**src/rtl/seq_detector_if.sv**
```systemverilog
// Serial-bit detector bus: control/data in (clr, en, din), status out (z, match_cnt, fill).
// The master drives the serial stream; the slave is the detector.
interface seq_detector_if #(
    parameter int PAT_W = 4,
    parameter int CNT_W = 8
);
    localparam int FW = $clog2(PAT_W + 1);

    logic             clr;
    logic             en;
    logic             din;
    logic             z;
    logic [CNT_W-1:0] match_cnt;
    logic [FW-1:0]    fill;

    modport master (
        output clr, en, din,
        input  z, match_cnt, fill
    );

    modport slave (
        input  clr, en, din,
        output z, match_cnt, fill
    );
endinterface

```
**src/rtl/seq_detector.sv**
```systemverilog
// Serial pattern detector with FILLING/ARMED FSM, overlapping or non-overlapping matching.
// Define SEQ_DETECTOR_CNT_EN to build the saturating match counter; otherwise match_cnt is tied to 0.
module seq_detector #(
    parameter int               PAT_W   = 4,
    parameter logic [PAT_W-1:0] PATTERN = 4'b1011,
    parameter int               OVERLAP = 1,
    parameter int               CNT_W   = 8
) (
    input  logic         clk,
    input  logic         rst,
    seq_detector_if.slave bus
);
    localparam int             FW      = $clog2(PAT_W + 1);
    localparam logic [FW-1:0]  FULL    = FW'(PAT_W);
    localparam logic [FW-1:0]  ARM_LVL = FW'(PAT_W - 1);

    typedef enum logic {
        FILLING = 1'b0,
        ARMED   = 1'b1
    } state_t;

    state_t           state_q, state_d;
    logic [PAT_W-1:0] window_q, window_d;
    logic [FW-1:0]    fill_q, fill_d;
    logic             z_q, z_d;
    logic [PAT_W-1:0] shifted;
    logic             hit;

    assign shifted = {window_q[PAT_W-2:0], bus.din};
    // The fill qualifier keeps zeroed or stale window bits from ever producing a match.
    assign hit     = bus.en && (fill_q >= ARM_LVL) && (shifted == PATTERN);

    // NOTE: every variable gets a default before any branch so no latch is inferred.
    always_comb begin
        state_d  = state_q;
        window_d = window_q;
        fill_d   = fill_q;
        z_d      = 1'b0;

        if (bus.clr) begin
            state_d  = FILLING;
            window_d = '0;
            fill_d   = '0;
        end else if (bus.en) begin
            window_d = shifted;
            fill_d   = (fill_q == FULL) ? fill_q : fill_q + 1'b1;
            z_d      = hit;
            if (hit && OVERLAP == 0) begin
                window_d = '0;
                fill_d   = '0;
            end

            unique case (state_q)
                FILLING: if (fill_d == FULL) state_d = ARMED;
                ARMED:   if (hit && OVERLAP == 0) state_d = FILLING;
            endcase
        end
    end

    // NOTE: sequential state uses non-blocking assignments so all flops update together.
    always_ff @(posedge clk or posedge rst) begin
        if (rst) begin
            state_q  <= FILLING;
            window_q <= '0;
            fill_q   <= '0;
            z_q      <= 1'b0;
        end else begin
            state_q  <= state_d;
            window_q <= window_d;
            fill_q   <= fill_d;
            z_q      <= z_d;
        end
    end

    assign bus.z    = z_q;
    assign bus.fill = fill_q;

`ifdef SEQ_DETECTOR_CNT_EN
    logic [CNT_W-1:0] cnt_q;

    always_ff @(posedge clk or posedge rst) begin
        if (rst) begin
            cnt_q <= '0;
        end else if (bus.clr) begin
            cnt_q <= '0;
        end else if (hit && cnt_q != {CNT_W{1'b1}}) begin
            cnt_q <= cnt_q + 1'b1;
        end
    end

    assign bus.match_cnt = cnt_q;
`else
    assign bus.match_cnt = '0;
`endif

endmodule

```
**src/flat_wrapper.sv**
```systemverilog
// flat-port wrapper written by rule: the top's interface ports become plain ports
module seq_detector_flat 
#(
    parameter int               PAT_W   = 4,
    parameter logic [PAT_W-1:0] PATTERN = 4'b1011,
    parameter int               OVERLAP = 1,
    parameter int               CNT_W   = 8
)
  (clk, rst, bus_clr, bus_en, bus_din, bus_z, bus_match_cnt, bus_fill);
  seq_detector_if #(.PAT_W(PAT_W), .CNT_W(CNT_W)) bus_i ();
  input  logic clk;
  input  logic rst;
  input wire logic [$bits(bus_i.clr)-1:0] bus_clr;
  input wire logic [$bits(bus_i.en)-1:0] bus_en;
  input wire logic [$bits(bus_i.din)-1:0] bus_din;
  output wire logic [$bits(bus_i.z)-1:0] bus_z;
  output wire logic [$bits(bus_i.match_cnt)-1:0] bus_match_cnt;
  output wire logic [$bits(bus_i.fill)-1:0] bus_fill;
  assign bus_i.clr = bus_clr;
  assign bus_i.en = bus_en;
  assign bus_i.din = bus_din;
  assign bus_z = bus_i.z;
  assign bus_match_cnt = bus_i.match_cnt;
  assign bus_fill = bus_i.fill;
  seq_detector #(.PAT_W(PAT_W), .PATTERN(PATTERN), .OVERLAP(OVERLAP), .CNT_W(CNT_W)) u_core (.clk(clk), .rst(rst), .bus(bus_i));
endmodule
```
**config.mk**
```make
export PLATFORM = sky130hd
export DESIGN_NAME = seq_detector_flat
export DESIGN_NICKNAME = d
export VERILOG_FILES = /design/src/rtl/seq_detector_if.sv /design/src/rtl/seq_detector.sv /design/src/flat_wrapper.sv
export SDC_FILE = /design/constraint.sdc
export NUM_CORES = 1
export LEC_CHECK = 0
export BUFFER_PORTS_ARGS = -buffer_cell sky130_fd_sc_hd__buf_2
export CAP_MARGIN = 20
export CORE_AREA = 2 2 39 41
export CTS_CLUSTER_DIAMETER = 30
export DETAILED_ROUTE_END_ITERATION = 6
export DIE_AREA = 0 0 41 43
export PLACE_DENSITY = 0.63
export SYNTH_ARGS = -nofsm -noshare
export SYNTH_HDL_FRONTEND = slang
export SYNTH_SLANG_ARGS = --single-unit
```
**constraint.sdc**
```tcl
create_clock -name clk -period 1.2 [get_ports clk]
set_clock_uncertainty 0.1 [all_clocks]
set_input_delay 0 -clock clk [delete_from_list [all_inputs] [get_ports clk]]
set_output_delay 0 -clock clk [all_outputs]
set_load 0.01 [all_outputs]
```
=== Word-level counts from Yosys, hierarchy flattened ===
Index checks and enable logic that the tools add are counted.

* Register bits: 7
* Input bits: 5
* Output and inout bits: 12
* Logic and storage cells: 19

* $add $sub $neg: 1
* $lt $le $gt $ge: 1
* Eq/ne operators: 3
* Multiplexer cells: 7
* Reduce and logical (&&, ||, !) cells: 4

{| class="wikitable"
|+ Operator list
! operator !! number
|-
| $mux 3 || 5
|-
| $eq 4x4->1 const B || 1
|-
| $add 3x1->3 const B || 1
|-
| $eq 3x3->1 const B || 1
|-
| $ge 3x2->1 const B || 1
|-
| $logic_and 1x1->1 || 2
|-
| $mux 1 || 2
|-
| $ne 2x2->1 const B || 1
|-
| $reduce_and 2->1 || 1
|-
| $reduce_bool 2->1 || 1
|}

=== Depth between registers and ports, before layout ===
* Depth after elaboration: 5
* Gate-level depth with buffers: 5
* Depth with buffers taken out: 5

=== Worst setup path after synthesis ===
No wires, ideal clock.

* Kind: flip-flop to flip-flop
* From: register u_core.fill_q[0] (netlist: u_core.bus.fill[0])
* To: register u_core.fill_q[1] (netlist: u_core.bus.fill[1])
* Setup time: 118 ps
* Data arrival time: 1125 ps
* Data required time: 982 ps
* Path slack: -144 ps
* Stages on the path, launching flop included: 6
* Path buffers: 0
* Period minus slack after synthesis: 1344 ps
* Cell sequence: dfrtp_1 -> inv_1 -> ha_1 -> a21boi_4 -> mux2i_1 -> nor2_1

* Word-level cells in the longest chain between the ends: 4
* Elaborated cells on any way between the ends: 7
* Those cells by class: 1 x add/sub; 2 x eq/ne; 3 x mux; 1 x reduce/logical

{| class="wikitable"
|+ Ends and longest elaborated chain
! what !! RTL line !! source
|-
| from (decl) || seq_detector.sv:24 || <nowiki>logic [FW-1:0] fill_q, fill_d;</nowiki>
|-
| from (signal assigned) || seq_detector.sv:70 || <nowiki>fill_q <= fill_d;</nowiki>
|-
| $add 3x1->3 || seq_detector.sv:46 || <nowiki>fill_d = (fill_q == FULL) ? fill_q : fill_q + 1'b1;</nowiki>
|-
| $mux 3 || seq_detector.sv:46 ||
|-
| $mux 3 || seq_detector.sv:44 || <nowiki>end else if (bus.en) begin</nowiki>
|-
| $mux 3 || seq_detector.sv:40 || <nowiki>if (bus.clr) begin</nowiki>
|}

Parallel ways exist; a longest one is shown, timed or not. The select of a mux whose other input is x is not followed.
A chain may end at the register's enable or synchronous reset.

=== Worst setup path in the final report ===
* From: register u_core.fill_q[0] (netlist: u_core.bus.fill[0])
* To: register u_core.fill_q[2] (netlist: u_core.bus.fill[2])

Same word-level chain as after synthesis.

==> flow_metrics.tcl <==
set metrics [dict create \
    status "finished, violations left" \
    violations "hold timing, setup timing" \
    wirelength_um 722 \
    avgViaCountPerCell 4.17 \
    rows 14 \
    timing.final.ws_setup_ps -59.1 \
    cpLargestDelayFamily "adder cells" \
    clockBufferDepth 2 \
    crit_type "reg -> reg" \
    powerDensity_nw_per_um2 1070 \
    vdd_drop_max_v 0.000772 \
    synthArstFlopShare 1.00 \
    clock_latency_ps 240 \
    fin_cells 75 \
    startpoint "u_core.bus.fill[0]" \
    setup_violations 3 \
    syn_area_per_cell_um2 10.3 \
    cts_tree "done" \
    clock.fmax_mhz 794 \
    leakage_nw 0.302 \
    crit_chain "ha_2 > ha_4 > nand2b_4 > a21oi_1" \
    final.period_utilization 1.05 \
    synth_seq_cells 7 \
    met3_usage 0.0785 \
    initial_core_util 0.314 \
    drv_cap 0 \
    grt_pass1_wl_um 1100 \
    htreeDepth 1 \
    first_iter_violations 3 \
    whs_endpoint "u_core.bus.fill[2]" \
    die_w_um 41 \
    nFillCells 145 \
    rsz0062_at_grt "true" \
    grt_pass1_vias 277 \
    synthFlopType "dfrtp_1" \
    crit_fanout 4 \
    r2r_start "u_core.bus.fill[0]" \
    grt_max_degree 8 \
    io_pins 17 \
    synth_edf_count 0 \
    r2r_slack_ps -60 \
    cts_buffers 3 \
    antenna_found_initial 0 \
    ys_seq_area_frac 0.403 \
    cp-end-kind "flip-flop" \
    critPathMaxStageDelay_ps 430 \
    numPortBuffers 8 \
    insertedDiodeCount 0 \
    clock-sinks 7 \
    wl_per_cell_um 9.63 \
    grt_use_met2 0.131 \
    areaGrowthSynthToFinish_pct 33.4 \
    place_inst 68 \
    critPathArrivalTime_ps 1280 \
    synth_cells 42 \
    cp_slowest_cell "dfrtp_2" \
    vias 313 \
    hold_class "in -> reg" \
    drive_gt1_frac 0.458 \
    drc 0 \
    gp_congestion 0.716 \
    hold_violations 7 \
    worstPathRequired_ps 1220 \
    final_antenna_net_count 0 \
    period_minus_slack_ps 1260 \
    tns_ps -154 \
    cts_root_buf "clkbuf_4" \
    dr.pass1.iters 2 \
    startpoint_type "flip-flop" \
    path_buf_inv 0 \
    nNetsFinal 68 \
    synth_cell_types 16 \
    grt_overflow_total 0 \
    hold_depth 2 \
    clk_pin_slew_ps 50 \
    synthesis.area_um2 434 \
    busiest_layer "met2" \
    grt_use_total 0.0963 \
    place_ws_ps -57.6 \
    grt_use_met1 0.116 \
    reg2reg_depth 4 \
    cts_hold_buf 1 \
    hold_slack_ps -91.8 \
    hp-start "bus_clr" \
    r2r_end "u_core.bus.fill[2]" \
    coreArea_um2 1380 \
    yosysWarnings 0 \
    slew_viol_final 0 \
    die_y_um 43 \
    dieArea_um2 1760 \
    place_hpwl_um 519 \
]
[metrics by stage]
| step | utilization | power, W | hold WS (ps) | cell area [µm²] |
|---|---|---|---|---|
| 2_1_floorplan | - | 0.000363 | -297 | 475 |
| 3_3_place_gp | 0.357 | 0.000388 | -163 | 494 |
| 3_5_place_dp | 0.357 | 0.000389 | -164 | 494 |
| 4_1_cts | 0.407 | 0.000617 | -98.3 | 563 |
| 5_1_grt | 0.419 | 0.000663 | -86.8 | 579 |
| 6_report | 0.419 | 0.000622 | -91.8 | 579 |
[state kept, by name, indices dropped and copies added, names as in the netlist]
name,cells
u_core.bus.fill,3
u_core.bus.z,1
u_core.window_q,3
[worst max-delay path by stage]
stage / cells past startpoint / endpoint
after floorplan: 4 / u_core.bus.fill[2]
after global placement: 5 / u_core.bus.fill[1]
after detailed placement: 5 / u_core.bus.fill[1]
after CTS: 5 / u_core.bus.fill[1]
after global routing: 4 / u_core.bus.fill[2]
final: 4 / u_core.bus.fill[2]
[per-layer routing]
metal  share of wire  up-vias
li1                -      153
met1            0.44      155
met2            0.52        5
met3           0.029        0
met4               0        0
met5               0        -
[kinds of logic (layout without fill, tap and decap cells)]
kind of cell / after synthesis / after routing / share of synthesized area
buf+inv: 14 / 24 / 0.208
mux: 4 / 4 / 0.0922
compound gates: 4 / 4 / 0.0836
fa+ha+maj: 3 / 3 / 0.0865
other cells: 1 / 8 / 0.00864
xor+xnor: 1 / 1 / 0.0202
simple gates: 8 / 8 / 0.0980
flops: 7 / 7 / 0.403
[repair_timing]
item	4_1_cts	5_1_grt
pin swaps	2	3
buffers inserted	2	0
endpoints found under the hold margin	14	7
endpoints found under the setup margin	4	4
gates resized for setup	2	4
[final cells by class]
class / instances / area [µm²] / area share
multi-input cells: 28 / 235 / 0.406
repair buffers: 15 / 101 / 0.175
clock buffers: 4 / 26.3 / 0.0454
flip-flops and latches: 7 / 178 / 0.307
well taps: 16 / 20.0 / 0.0346
inverters: 5 / 18.8 / 0.0324
[cell usage after synthesis (3+ instances only)]
master / n / share of area
ha_1: 3 / 0.086
buf_4: 8 / 0.14
mux2i_1: 4 / 0.092
nor2_1: 5 / 0.043
inv_1: 5 / 0.043
dfrtp_1: 7 / 0.40
[power by group]
part	leakage, nW	total, W	switching [W]	internal [W]
clock	0.0150	0.000200	0.0000744	0.000126
combinational	0.195	0.000156	0.0000736	0.0000822
sequential	0.0923	0.000265	0.0000146	0.000251
total	0.302	0.000622	0.000163	0.000459
[placed cells by master, fill, tap and decap left out, types with 2 or more instances in the layout]
master	instances
dfrtp_2	2
buf_2	7
inv_1	3
buf_4	6
inv_2	2
mux2i_1	4
dfrtp_1	5
nor2_1	5
ha_4	2
clkbuf_4	3
conb_1	8
(Power assumes the default switching activity.)
